`config.mk`:
```
export PLATFORM = sky130hd
export DESIGN_NAME = pooyan_rom_loader_flat
export DESIGN_NICKNAME = d
export VERILOG_FILES = /design/src/rtl/pooyan_rom_loader_if.sv /design/src/rtl/pooyan_rom_loader.sv /design/src/flat_wrapper.sv
export SDC_FILE = /design/constraint.sdc
export NUM_CORES = 1
export LEC_CHECK = 0
export BUFFER_PORTS_ARGS = -buffer_cell sky130_fd_sc_hd__buf_2
export CORE_MARGIN = 3
export CORE_UTILIZATION = 49
export DETAILED_ROUTE_END_ITERATION = 7
export GPL_TIMING_DRIVEN = 0
export HOLD_SLACK_MARGIN = 0.05
export PLACE_DENSITY = 0.77
export REMOVE_ABC_BUFFERS = 1
export SLEW_MARGIN = 15
export SYNTH_ARGS = -nofsm -noshare
export SYNTH_HDL_FRONTEND = slang
export SYNTH_SLANG_ARGS = --single-unit
```
`constraint.sdc`:
```
create_clock -name clk_sys -period 2.8 [get_ports clk_sys]
set_clock_uncertainty 0.2 [all_clocks]
set_input_delay 0.7 -clock clk_sys [delete_from_list [all_inputs] [get_ports clk_sys]]
set_output_delay 0.7 -clock clk_sys [all_outputs]
set_load 0.05 [all_outputs]
```
`src/rtl/pooyan_rom_loader_if.sv`:
```
// Download bus between hps_io and the pooyan core: the ioctl byte stream
// coming in, and the re-registered dn_* write port going out to the core.
interface pooyan_rom_loader_if;
    logic        ioctl_download;
    logic        ioctl_wr;
    logic [24:0] ioctl_addr;
    logic [7:0]  ioctl_dout;
    logic [15:0] dn_addr;
    logic [7:0]  dn_data;
    logic        dn_wr;

    // Download source (hps_io side / testbench)
    modport master (
        output ioctl_download, ioctl_wr, ioctl_addr, ioctl_dout,
        input  dn_addr, dn_data, dn_wr
    );

    // Loader
    modport slave (
        input  ioctl_download, ioctl_wr, ioctl_addr, ioctl_dout,
        output dn_addr, dn_data, dn_wr
    );
endinterface

```
`src/rtl/pooyan_rom_loader.sv`:
```
// ROM download front-end for the pooyan core. Forwards in-range ioctl bytes
// to the core with one cycle of latency, tracks byte count and a 16-bit
// checksum, and keeps the core in reset until a complete image has arrived
// and a short hold-off has elapsed.
module pooyan_rom_loader #(
    parameter int ROM_BYTES   = 49152,
    parameter int HOLD_CYCLES = 255
) (
    input  logic                       clk_sys,
    input  logic                       reset,
    pooyan_rom_loader_if.slave         io,
    output logic                       core_reset,
    output logic                       rom_ready,
    output logic                       rom_short,
    output logic                       rom_overflow,
    output logic [15:0]                rom_checksum
);

    typedef enum logic [2:0] {
        S_IDLE,
        S_LOAD,
        S_HOLD,
        S_READY,
        S_FAIL
    } state_t;

    localparam logic [24:0] ADDR_LIMIT = 25'(ROM_BYTES);
    localparam logic [16:0] FULL_COUNT = 17'(ROM_BYTES);
    localparam logic [7:0]  HOLD_INIT  = 8'(HOLD_CYCLES);

    state_t      state, state_nx;
    logic        dl_q;
    logic        rise, fall;
    logic        load_win;
    logic        in_range;
    logic        accepted;
    logic        oob;
    logic [16:0] byte_count;
    logic [7:0]  hold_cnt;

    // Edge detect on the download flag. dl_q resets high so a download that
    // is still asserted when reset releases is not mistaken for a new rise.
    assign rise = io.ioctl_download & ~dl_q;
    assign fall = ~io.ioctl_download & dl_q;

    // Strobes count only inside a load, including the strobe that arrives
    // together with the download rise (it belongs to the new load).
    assign load_win = (state == S_LOAD) | rise;
    assign in_range = io.ioctl_addr < ADDR_LIMIT;
    assign accepted = io.ioctl_wr & io.ioctl_download & load_win & in_range;
    assign oob      = io.ioctl_wr & io.ioctl_download & load_win & ~in_range;

    // Download flag delay register
    always_ff @(posedge clk_sys or posedge reset) begin
        if (reset) dl_q <= 1'b1;
        else       dl_q <= io.ioctl_download;
    end

    // State register
    always_ff @(posedge clk_sys or posedge reset) begin
        if (reset) state <= S_IDLE;
        else       state <= state_nx;
    end

    // Next-state logic: any new download rise restarts a load
    always_comb begin
        state_nx = state;
        case (state)
            S_IDLE:  if (rise) state_nx = S_LOAD;
            S_LOAD:  if (fall) state_nx = (byte_count == FULL_COUNT) ? S_HOLD : S_FAIL;
            S_HOLD: begin
                if (rise)               state_nx = S_LOAD;
                else if (hold_cnt <= 8'd1) state_nx = S_READY;
            end
            S_READY: if (rise) state_nx = S_LOAD;
            S_FAIL:  if (rise) state_nx = S_LOAD;
            default: state_nx = S_IDLE;
        endcase
    end

    // Hold-off counter: loaded when a complete image ends, counts down in HOLD
    always_ff @(posedge clk_sys or posedge reset) begin
        if (reset)
            hold_cnt <= 8'd0;
        else if (state == S_LOAD && fall)
            hold_cnt <= HOLD_INIT;
        else if (state == S_HOLD && hold_cnt != 8'd0)
            hold_cnt <= hold_cnt - 8'd1;
    end

    // Byte count, checksum and status flags; all restart on a download rise
    always_ff @(posedge clk_sys or posedge reset) begin
        if (reset) begin
            byte_count   <= 17'd0;
            rom_checksum <= 16'd0;
            rom_short    <= 1'b0;
            rom_overflow <= 1'b0;
        end else if (rise) begin
            byte_count   <= {16'd0, accepted};
            rom_checksum <= accepted ? {8'd0, io.ioctl_dout} : 16'd0;
            rom_short    <= 1'b0;
            rom_overflow <= oob;
        end else if (state == S_LOAD) begin
            if (accepted) begin
                if (byte_count != 17'h1FFFF) byte_count <= byte_count + 17'd1;
                rom_checksum <= rom_checksum + {8'd0, io.ioctl_dout};
            end
            if (oob) rom_overflow <= 1'b1;
            if (fall && byte_count != FULL_COUNT) rom_short <= 1'b1;
        end
    end

    // Core control outputs, registered from the next state so the core
    // leaves reset on the same edge that READY is entered
    always_ff @(posedge clk_sys or posedge reset) begin
        if (reset) begin
            core_reset <= 1'b1;
            rom_ready  <= 1'b0;
        end else begin
            core_reset <= (state_nx != S_READY);
            rom_ready  <= (state_nx == S_READY);
        end
    end

    // Write path to the core: one cycle latency, address/data hold between strobes
    always_ff @(posedge clk_sys or posedge reset) begin
        if (reset) begin
            io.dn_wr   <= 1'b0;
            io.dn_addr <= 16'd0;
            io.dn_data <= 8'd0;
        end else begin
            io.dn_wr <= accepted;
            if (accepted) begin
                io.dn_addr <= io.ioctl_addr[15:0];
                io.dn_data <= io.ioctl_dout;
            end
        end
    end

endmodule

```
`src/flat_wrapper.sv`:
```
// flat-port wrapper written by rule: the top's interface ports become plain ports
module pooyan_rom_loader_flat 
#(
    parameter int ROM_BYTES   = 49152,
    parameter int HOLD_CYCLES = 255
)
  (clk_sys, reset, core_reset, rom_ready, rom_short, rom_overflow, rom_checksum, io_ioctl_download, io_ioctl_wr, io_ioctl_addr, io_ioctl_dout, io_dn_addr, io_dn_data, io_dn_wr);
  pooyan_rom_loader_if io_i ();
  input  logic clk_sys;
  input  logic reset;
  output logic core_reset;
  output logic rom_ready;
  output logic rom_short;
  output logic rom_overflow;
  output logic [15:0] rom_checksum;
  input wire logic [$bits(io_i.ioctl_download)-1:0] io_ioctl_download;
  input wire logic [$bits(io_i.ioctl_wr)-1:0] io_ioctl_wr;
  input wire logic [$bits(io_i.ioctl_addr)-1:0] io_ioctl_addr;
  input wire logic [$bits(io_i.ioctl_dout)-1:0] io_ioctl_dout;
  output wire logic [$bits(io_i.dn_addr)-1:0] io_dn_addr;
  output wire logic [$bits(io_i.dn_data)-1:0] io_dn_data;
  output wire logic [$bits(io_i.dn_wr)-1:0] io_dn_wr;
  assign io_i.ioctl_download = io_ioctl_download;
  assign io_i.ioctl_wr = io_ioctl_wr;
  assign io_i.ioctl_addr = io_ioctl_addr;
  assign io_i.ioctl_dout = io_ioctl_dout;
  assign io_dn_addr = io_i.dn_addr;
  assign io_dn_data = io_i.dn_data;
  assign io_dn_wr = io_i.dn_wr;
  pooyan_rom_loader #(.ROM_BYTES(ROM_BYTES), .HOLD_CYCLES(HOLD_CYCLES)) u_core (.clk_sys(clk_sys), .reset(reset), .io(io_i), .core_reset(core_reset), .rom_ready(rom_ready), .rom_short(rom_short), .rom_overflow(rom_overflow), .rom_checksum(rom_checksum));
endmodule
```
==> impl_metrics.csv, run 1 <==
group,metric,value,unit
worst_setup_path,startpoint_type,"register",
route,drt-pass1-iter-count,6,
worst_setup_path,slowest_delay,0.60,ns
global_routing,grt_pass1_vias,3305,
finish,drive_gt1_share,26.5,%
synthesis,synth_most_common_cell,"nand2_1",
timing,hold_violations,0,
synthesis,ys_ff_latch,74,
synthesis,synth_cells,415,
clocking,cts.reportedPaths.clkPinSlew,0.08,ns
synthesis,async_reset_ff_share,100,%
route,vias,3396,
synthesis,synthTopCellsByArea,"dfrtp_1, nand2_1, ha_1, xnor2_1, nor2_1",
synthesis,yosys.area.top_type_share,47.4,%
synthesis,synth-edff-count,0,
route,drc_errors,0,
clocking,cts.sink_count,74,
worst_setup_path,crit_arrival,2.81,ns
route,routed_wl,9590,um
die,die_w,94.1,um
die,die-height,94.1,um
timing,tightest_slew,0.878,ns
clocking,cts_inserted_buffers,9,
worst_setup_path,critPathTopFamily,"simple AND/OR/NAND/NOR gates",
route,viasPerCell,5.55,
clocking,cts_max_path_buffers,2,
synthesis,syn_area_per_cell,9.16,sq um
clocking,cts_tree,"done",
placed_design,io_buffers,81,
die,core,0.00737,sq mm
worst_setup_path,path_max_fanout,7,
synthesis,synth_top_area_cell,"dfrtp_1",
placed_design,hpwl,6110,um
clocking,cts_hold_buf,0,
die,io_pins,82,
worst_setup_path,cp_slowest_cell,"or4_4",
timing,fin_ws,0.0691,ns
timing,layout_min_cycle_time,2.73,ns
placed_design,gp_congestion,0.862,
pwr,power_density,479,mW/mm^2
die,die_area,0.00885,sq mm
synthesis,ys_dominant_reg_cell,"dfrtp_1",
timing,finalSetupTns,0,ns
global_routing,grt_pass1_wl,15500,um
hold_path,hp-class,"in2async",
worst_setup_path,timing.critical_path.mode_cell,"and3_4",
clocking,cts_htree_levels,3,
timing,drv_slew,0,
timing,fmax,0.366,GHz
finish,antenna_cells,0,
outcome,outcome,"completed",
timing,finalCritPeriodShare,97.5,%
synthesis,ys_seq_area_share,48.8,%
finish,fillers,619,
placed_design,pre_cts_slack,-0.894,ns
pwr,total_power,2.26,mW
die,num_rows,31,
route,ant_nets,0,
finish,nets,559,
finish,synthToLayoutAreaGrowth,24.4,%
route,wl_per_cell,15.7,um
worst_setup_path,path_cells,"and3_4 -> and3_4 -> nand4_1 -> nor2_2 -> ha_4 -> nand4b_1 -> or4_4 -> or4_1 -> nand2_1",
pwr,p_leak,2.38,nW
route,drtIter0Drc,201,
global_routing,gr-usage-all-layers,22.3,%
worst_setup_path,critPathKind,"reg2reg",
clocking,root_buffer,"clkbuf_8",
pwr,peakVddDrop,438,uV
global_routing,overflow,0,
die,initial_core_util,51.6,%
timing,slew-limit-headroom,41.3,%
synthesis,synth_top_cells_by_count,"nand2_1, dfrtp_1, nor2_1",
clocking,worst_skew_pair.late_latency,0.36,ns
worst_setup_path,crit_path_end_kind,"register",
global_routing,antenna_found_initial,0,
job,maxCapViolCount,0,
worst_setup_path,worstPathRequired,2.88,ns
global_routing,grt_max_degree,63,
synthesis,ys_types,51,
synthesis,netlist_area,0.00380,sq mm
timing,finalSetupViolCount,0,
worst_setup_path,critPathBufInv,0,
synthesis,ys_warn_count,0,
## final cells by class
| cell class | count | area, sq um | area share, % |
|---|---|---|---|
| clock buffer | 12 | 145 | 3.07 |
| clock inverter | 4 | 76.3 | 1.61 |
| inverter | 16 | 66.3 | 1.40 |
| multi-input combinational | 309 | 1890 | 40.0 |
| sequential | 74 | 1850 | 39.2 |
| tap | 99 | 124 | 2.62 |
| timing repair buffer | 97 | 566 | 12.0 |
| timing repair inverter | 1 | 7.51 | 0.159 |
## repair_timing
item | 4_1_cts | 5_1_grt
gates resized for setup | 8 | 9
pin swaps | 3 | 8
setup endpoints to repair | 39 | 28
cloned | 1 | 0
setup buffers | 7 | 7
## per-layer routing
| layer | global-route usage [%] | routed length, um | vias to the layer above |
|---|---|---|---|
| met2 | 38.1 | 4780 | 108 |
| met1 | 28.1 | 4050 | 1630 |
| met5 | 0 | 0 | - |
| met4 | 6.74 | 129 | 0 |
| li1 | - | - | 1646 |
| met3 | 5.29 | 626 | 12 |
## per-stage QoR
stage	hold WS [ns]	cells	cell area, sq um	utilization [%]
global placement	0.253	579	4270	57.9
CTS	0.0548	605	4630	62.8
global route	0.0628	612	4730	64.2
floorplan	0.281	399	3740	-
finish	0.0519	612	4730	64.2
detailed placement	0.257	581	4310	58.5
## power by group
group          leakage, nW  total, mW  switching [mW]  internal [mW]
Combinational         1.29      0.224           0.152         0.0715
Clock                0.107      0.926           0.398          0.529
Sequential           0.978       1.11          0.0222           1.09
Total                 2.38       2.26           0.572           1.69
## registers in the layout, summed over array words and instances, names as in the netlist, 3 cells and up
| name | count |
|---|---|
| u_core.rom_checksum | 16 |
| u_core.io.dn_data | 8 |
| u_core.io.dn_addr | 16 |
| u_core.state | 3 |
| u_core.byte_count | 17 |
| u_core.hold_cnt | 8 |
## logic make-up after synthesis
group                    Yosys count  share of synthesized area [%]
AND/OR/NAND/NOR                  204                           25.2
flip-flops                        74                           48.8
adder cells (fa/ha/maj)           14                           4.81
buffers and inverters             32                           3.19
multiplexers                       7                           1.84
AO/OA/AOI/OAI                     69                           12.7
XOR/XNOR                          15                           3.46
## worst paths after layout
| kind | to | depth (start not counted) | start | slack (ns) |
|---|---|---|---|---|
| setup / recovery | u_core.byte_count[11] | 9 | u_core.byte_count[8] | 0.07 |
| setup reg to reg | u_core.byte_count[11] | 9 | u_core.byte_count[8] | 0.07 |
| hold / removal | u_core.io.dn_addr[15] | 2 | reset | 0.05 |
| min in group clk_sys | u_core.io.dn_addr[12] | 2 | u_core.io.dn_addr[12] | 0.27 |
| max in group asynchronous | u_core.dl_q | 3 | reset | 1.74 |
| hold reg to reg | u_core.io.dn_addr[12] | 2 | u_core.io.dn_addr[12] | 0.27 |
## layout by cell type (no fill, tap or decap), drive strengths merged, types with 7 or more instances in the layout
cell    instances
nand2         108
buf            97
dfrtp          72
nor2           21
inv            15
o21ai          14
a21oi          14
ha             13
xnor2          12
clkbuf         12
nand4          11
nor3           10
nand3          10
nor4            9
or3             7
mux2i           7
or4             7
Power figures use the tool's default switching activity.
==> run 2: changes to the inputs <==
- CORE_UTILIZATION: 49 -> 29
- PLACE_DENSITY: 0.77 -> 0.51
==> run 2 against run 1 <==
  * Core utilization decreased by 26 points
  * Sequential power about the same
  * Routed wire length increased by 1.4%
  * Clock power increased by 16%
  * Non-clock buffer count decreased by 4
  * Critical path type unchanged
  * Critical endpoint is now u_core.byte_count[15]
  * Largest power group unchanged
==> impl_metrics.csv, run 2 (synthesis results as in run 1) <==
group,metric,value,unit
outcome,outcome,"completed",
route,drt-pass1-iter-count,4,
global_routing,grt_most_used_layer,"met2",
finish,regArea,0.00186,sq mm
route,wl_per_cell,14.3,um
die,die-height,120,um
worst_setup_path,worstReg2RegEnd,"u_core.byte_count[15]",
die,die_area,0.0145,sq mm
die,initial_core_util,29.9,%
worst_setup_path,critPathCapture,"u_core.byte_count[15]",
timing,finalCritPeriodShare,96.9,%
hold_path,hp-class,"in2async",
worst_setup_path,timing.critical_path.mode_cell,"and3_4",
worst_setup_path,crit_cells,9,
placed_design,placed_cells,654,
timing,hold_violations,0,
global_routing,overflow,0,
route,drc_errors,0,
global_routing,use_met3,4.63,%
timing,drv_slew,0,
timing,finalSetupTns,0,ns
worst_setup_path,critPathBufInv,0,
timing,tightest_slew,0.880,ns
worst_setup_path,regToRegStartpoint,"u_core.byte_count[8]",
worst_setup_path,startpoint,"u_core.byte_count[8]",
clocking,cts.reportedPaths.clkPinSlew,0.06,ns
clocking,cts_htree_levels,3,
placed_design,pre_cts_slack,-0.587,ns
pwr,clkPwrFrac,44.5,%
worst_setup_path,path_max_fanout,7,
pwr,combPwrFrac,9.1,%
worst_setup_path,slowest_delay,0.55,ns
finish,final_cells,681,
pwr,p_leak,2.36,nW
clocking,cts_max_path_buffers,2,
clocking,cts_inserted_buffers,9,
global_routing,grt_pass1_wl,16000,um
finish,final_cell_mix,"nand2_1, buf_2, dfrtp_1",
pwr,peakVddDrop,248,uV
worst_setup_path,crit_arrival,2.78,ns
worst_setup_path,worstRegToRegCells,9,
die,die_w,120,um
global_routing,grt_max_degree,45,
route,drtIter0Drc,92,
pwr,power_density,496,mW/mm^2
placed_design,io_buffers,81,
timing,fmax,0.369,GHz
route,viasPerCell,4.90,
worst_setup_path,path_cells,"and3_4 -> and3_4 -> nand4_1 -> nor2_2 -> ha_4 -> nand4b_1 -> or4_4 -> or3_4 -> a21oi_2",
pwr,switchingPower,638,uW
finish,top_regs,"u_core.byte_count: 17 flops, u_core.io.dn_addr: 16 flops, u_core.rom_checksum: 16 flops",
placed_design,gp_congestion,0.745,
finish,antenna_cells,0,
finish,synthToLayoutAreaGrowth,27.4,%
timing,finalSetupViolCount,0,
worst_setup_path,cp_slowest_cell,"or4_4",
clocking,root_buffer,"clkbuf_16",
timing,slew-limit-headroom,41.2,%
global_routing,met2_usage,22.0,%
finish,fillers,1371,
global_routing,grt_pass1_vias,3346,
finish,drive_gt1_share,26.7,%
placed_design,hpwl,6510,um
job,maxCapViolCount,0,
route,routed_wl,9720,um
worst_setup_path,critPathTopFamily,"simple AND/OR/NAND/NOR gates",
finish,layout_commonest_cell,"nand2_1",
die,num_rows,41,
timing,fin_ws,0.0867,ns
finish,fin_util,38.0,%
finish,regMostFlops,"u_core.byte_count",
die,core,0.0127,sq mm
clocking,cts_hold_buf,0,
clocking,worst_skew_pair.late_latency,0.34,ns
worst_setup_path,startpoint_type,"register",
route,vias,3334,
pwr,swShare,26.6,%
finish,design_area,0.00484,sq mm
worst_setup_path,worstPathRequired,2.87,ns
worst_setup_path,critPathKind,"reg2reg",
finish,nets,555,
finish,largest_reg_flops,17,
worst_setup_path,rrSetupSlack,0.09,ns
pwr,total_power,2.40,mW
pwr,intPower,1.76,mW
timing,whs,0.161,ns
global_routing,gr-usage-all-layers,13.9,%
timing,rsz0062_at_grt,"true",
worst_setup_path,crit_path_end_kind,"register",
timing,layout_min_cycle_time,2.71,ns
route,ant_nets,0,
finish,multi_input_area,0.00190,sq mm
die,io_pins,82,
pwr,pwr-share-seq,46.4,%
placed_design,place_area,0.00442,sq mm
global_routing,grtUsageMet1,17.5,%
global_routing,antenna_found_initial,0,
clocking,cts.sink_count,74,
clocking,cts_tree,"done",
[run 2: cell count changes in the layout (fill, tap and decap cells not counted), moves of 2 or more]
cell        delta
clkbuf_8      -10
clkbuf_16      +9
buf_4          -2
buf_6          -2
bufinv_16      -2
clkinvlp_4     +2
[run 2: power by group through the flow]
| stage | Sequential [mW] | Combinational [mW] | Clock, mW |
|---|---|---|---|
| final | 1.11 | 0.217 | 1.07 |
| after global routing | 1.12 | 0.244 | 1.15 |
| after CTS | 1.11 | 0.221 | 1.11 |
| after detailed placement | 1.13 | 0.219 | 0 |
| after global placement | 1.13 | 0.210 | 0 |
| after floorplan | 1.17 | 0.101 | 0 |
[run 2: layout make-up]
| type | count | area share, % |
|---|---|---|
| inverter | 16 | 1.37 |
| clock inverter | 6 | 0.905 |
| timing repair buffer | 93 | 10.9 |
| timing repair inverter | 1 | 0.103 |
| clock buffer | 10 | 4.73 |
| multi-input combinational | 309 | 39.2 |
| tap | 172 | 4.45 |
| sequential | 74 | 38.3 |
[run 2: how the worst min path moves through the flow]
stage	start	to	slack, ns	cells after the start
after floorplan	u_core.hold_cnt[5]	u_core.hold_cnt[5]	0.28	2
after CTS	reset	u_core.io.dn_addr[15]	0.17	2
after global routing	reset	u_core.io.dn_addr[15]	0.19	2
after detailed placement	u_core.io.dn_data[0]	u_core.io.dn_data[0]	0.26	2
final	reset	u_core.io.dn_addr[15]	0.16	2
after global placement	u_core.io.dn_data[4]	u_core.io.dn_data[4]	0.25	2
[run 2: what timing repair did]
item / CTS / global route
resized for setup: 8 / 9
cloned: 0 / 1
pin swaps: 1 / 8
buffers inserted: 3 / 7
endpoints found under the setup margin: 17 / 19
[run 2: metal layers]
| metal | up-vias | part of all wire (%) | routed length [um] |
|---|---|---|---|
| li1 | 1640 | - | - |
| met1 | 1601 | 45 | 4400 |
| met2 | 79 | 47 | 4550 |
| met5 | - | 0 | 0 |
| met3 | 14 | 6.3 | 615 |
| met4 | 0 | 1.6 | 158 |
[run 2: worst register-to-register path, stage by stage (launching register included)]
cell,delay (ns)
dfrtp_1,0.42
and3_4,0.18
and3_4,0.20
nand4_1,0.14
nor2_2,0.07
ha_4,0.18
nand4b_1,0.21
or4_4,0.55
or3_4,0.39
a21oi_2,0.12
==> run 3: changes to the inputs <==
- BUFFER_PORTS_ARGS: -buffer_cell sky130_fd_sc_hd__buf_2 -> default
- DONT_BUFFER_PORTS: default -> 1
- PLACE_DENSITY: 0.51 -> 0.45
==> run 3 against run 2 <==
  * Clock power grew 10%
  * Sequential power grew 5%
  * Global-route usage is essentially flat
  * Non-clock buffer count shrank 81
  * Sequential share of layout area grew 3.2 points
  * First-iteration DRC count grew 61%
  * Routed wire length grew 0.21%
  * Highest routed layer unchanged
==> impl_metrics.csv, run 3 (synthesis results as in run 1) <==
group,metric,value,unit
timing,rsz0062_at_grt,"true",
clocking,worst_skew_pair.late_latency,0.33,ns
pwr,intPower,1.85,mW
outcome,outcome,"completed",
worst_setup_path,critPathKind,"reg2reg",
worst_setup_path,path_cells,"ha_4 -> inv_1 -> fa_1 -> nor2b_2 -> o2111a_1 -> o31ai_2 -> or4_1 -> a21oi_1",
placed_design,place_area,0.00399,sq mm
pwr,peakVddDrop,335,uV
pwr,swShare,25.3,%
pwr,combPwrFrac,5.6,%
finish,fillers,1318,
worst_setup_path,crit_arrival,2.75,ns
pwr,clkPwrFrac,47.7,%
finish,final_cell_mix,"nand2_1, dfrtp_1, nor2_1",
timing,hold_violations,0,
die,initial_core_util,29.9,%
timing,layout_min_cycle_time,2.70,ns
worst_setup_path,regToRegStartpoint,"u_core.rom_checksum[0]",
global_routing,grt_max_degree,52,
worst_setup_path,worstRegToRegCells,8,
worst_setup_path,crit_cells,8,
route,ant_nets,0,
finish,top_regs,"u_core.byte_count: 17 flops, u_core.io.dn_addr: 16 flops, u_core.rom_checksum: 16 flops",
worst_setup_path,crit_path_end_kind,"register",
die,die_w,120,um
finish,synthToLayoutAreaGrowth,17.8,%
worst_setup_path,startpoint,"u_core.rom_checksum[0]",
worst_setup_path,slowest_delay,0.55,ns
die,core,0.0127,sq mm
global_routing,antenna_found_initial,0,
placed_design,gp_congestion,0.803,
worst_setup_path,cp_slowest_cell,"dfrtp_2",
route,drc_errors,0,
hold_path,hp-class,"in2reg",
finish,drive_gt1_share,12.9,%
job,maxCapViolCount,0,
placed_design,hpwl,6450,um
worst_setup_path,critPathTopFamily,"simple AND/OR/NAND/NOR gates",
clocking,cts_htree_levels,3,
global_routing,grt_pass1_vias,2967,
clocking,cts_tree,"done",
placed_design,io_buffers,0,
timing,finalCritPeriodShare,96.4,%
die,io_pins,82,
pwr,power_density,554,mW/mm^2
finish,multi_input_area,0.00191,sq mm
worst_setup_path,path_max_fanout,8,
worst_setup_path,critPathCapture,"u_core.rom_checksum[12]",
clocking,cts.sink_count,74,
finish,largest_reg_flops,17,
timing,fmax,0.371,GHz
worst_setup_path,startpoint_type,"register",
timing,whs,0.168,ns
global_routing,gr-usage-all-layers,13.8,%
clocking,cts.reportedPaths.clkPinSlew,0.06,ns
route,drtIter0Drc,148,
global_routing,overflow,0,
pwr,pwr-share-seq,46.6,%
clocking,root_buffer,"clkbuf_16",
finish,layout_commonest_cell,"nand2_1",
clocking,cts_inserted_buffers,9,
worst_setup_path,critPathBufInv,1,
placed_design,placed_cells,572,
global_routing,grt_pass1_wl,16000,um
route,vias,3050,
die,die-height,120,um
timing,tightest_slew,0.977,ns
worst_setup_path,worstPathRequired,2.85,ns
timing,drv_slew,0,
route,wl_per_cell,16.2,um
route,routed_wl,9740,um
clocking,cts_max_path_buffers,2,
finish,design_area,0.00448,sq mm
finish,final_cells,600,
finish,nets,474,
finish,regArea,0.00186,sq mm
timing,finalSetupViolCount,0,
pwr,p_leak,1.98,nW
route,viasPerCell,5.08,
finish,antenna_cells,0,
worst_setup_path,worstReg2RegEnd,"u_core.rom_checksum[12]",
finish,regMostFlops,"u_core.byte_count",
worst_setup_path,rrSetupSlack,0.10,ns
die,num_rows,41,
die,die_area,0.0145,sq mm
route,drt-pass1-iter-count,4,
pwr,switchingPower,628,uW
timing,slew-limit-headroom,34.7,%
## run 3: changes by cell type in the layout (fill, tap and decap cells not counted), moves of 2 or more
cell,before,now
dfrtp_1,71,69
nand2_2,2,0
dfrtp_2,1,3
buf_2,81,0
## run 3: final cells by class
cell class,instances,share of cell area [%]
Clock buffer,10,5.34
Clock inverter,6,1.48
Inverter,16,1.48
Multi-Input combinational cell,309,42.7
Sequential cell,74,41.5
Tap cell,172,4.81
Timing Repair Buffer,12,2.52
Timing Repair inverter,1,0.168
## run 3: worst min path at each step
stage	endpoint	slack, ns	cells past startpoint	start
floorplan	u_core.hold_cnt[5]	0.28	2	u_core.hold_cnt[5]
global placement	u_core.hold_cnt[5]	0.31	2	u_core.hold_cnt[5]
detailed placement	u_core.hold_cnt[5]	0.31	2	u_core.hold_cnt[5]
CTS	u_core.dl_q	0.16	0	io_ioctl_download
global route	u_core.dl_q	0.15	0	io_ioctl_download
finish	u_core.dl_q	0.17	0	io_ioctl_download
## run 3: layer usage
layer  vias to the layer above  part of all wire, %  global-route usage [%]
li1                       1479                    -                       -
met1                      1482                   47                    18.2
met2                        77                   45                    21.2
met3                        12                  6.8                    5.29
met4                         0                  1.2                    4.11
met5                         -                    0                       0
## run 3: power groups by stage
stage / Sequential [mW] / Clock, mW / Combinational [mW]
after CTS: 1.16 / 1.22 / 0.142
final: 1.16 / 1.18 / 0.140
after detailed placement: 1.18 / 0 / 0.139
after global placement: 1.17 / 0 / 0.131
after floorplan: 1.17 / 0 / 0.101
after global routing: 1.16 / 1.27 / 0.161
## run 3: repair_timing
action,in CTS,in global routing
gates cloned,1,0
pin swaps,1,4
hold buffers,1,0
endpoints found under the setup margin,43,9
resized for setup,12,9
setup buffers,4,6
hold endpoints to repair,23,0
## run 3: per-stage QoR
step	total power [mW]	setup TNS, ns	utilization [%]	setup slack, ns
6_report	2.48	0	35.2	0.101
5_1_grt	2.59	-0.0151	35.2	-0.0151
4_1_cts	2.52	0	34.5	0.00957
3_5_place_dp	1.31	-27.62	31.4	-0.919
3_3_place_gp	1.31	-116.27	31.1	-1.39
2_1_floorplan	1.27	-4.26	-	-0.337
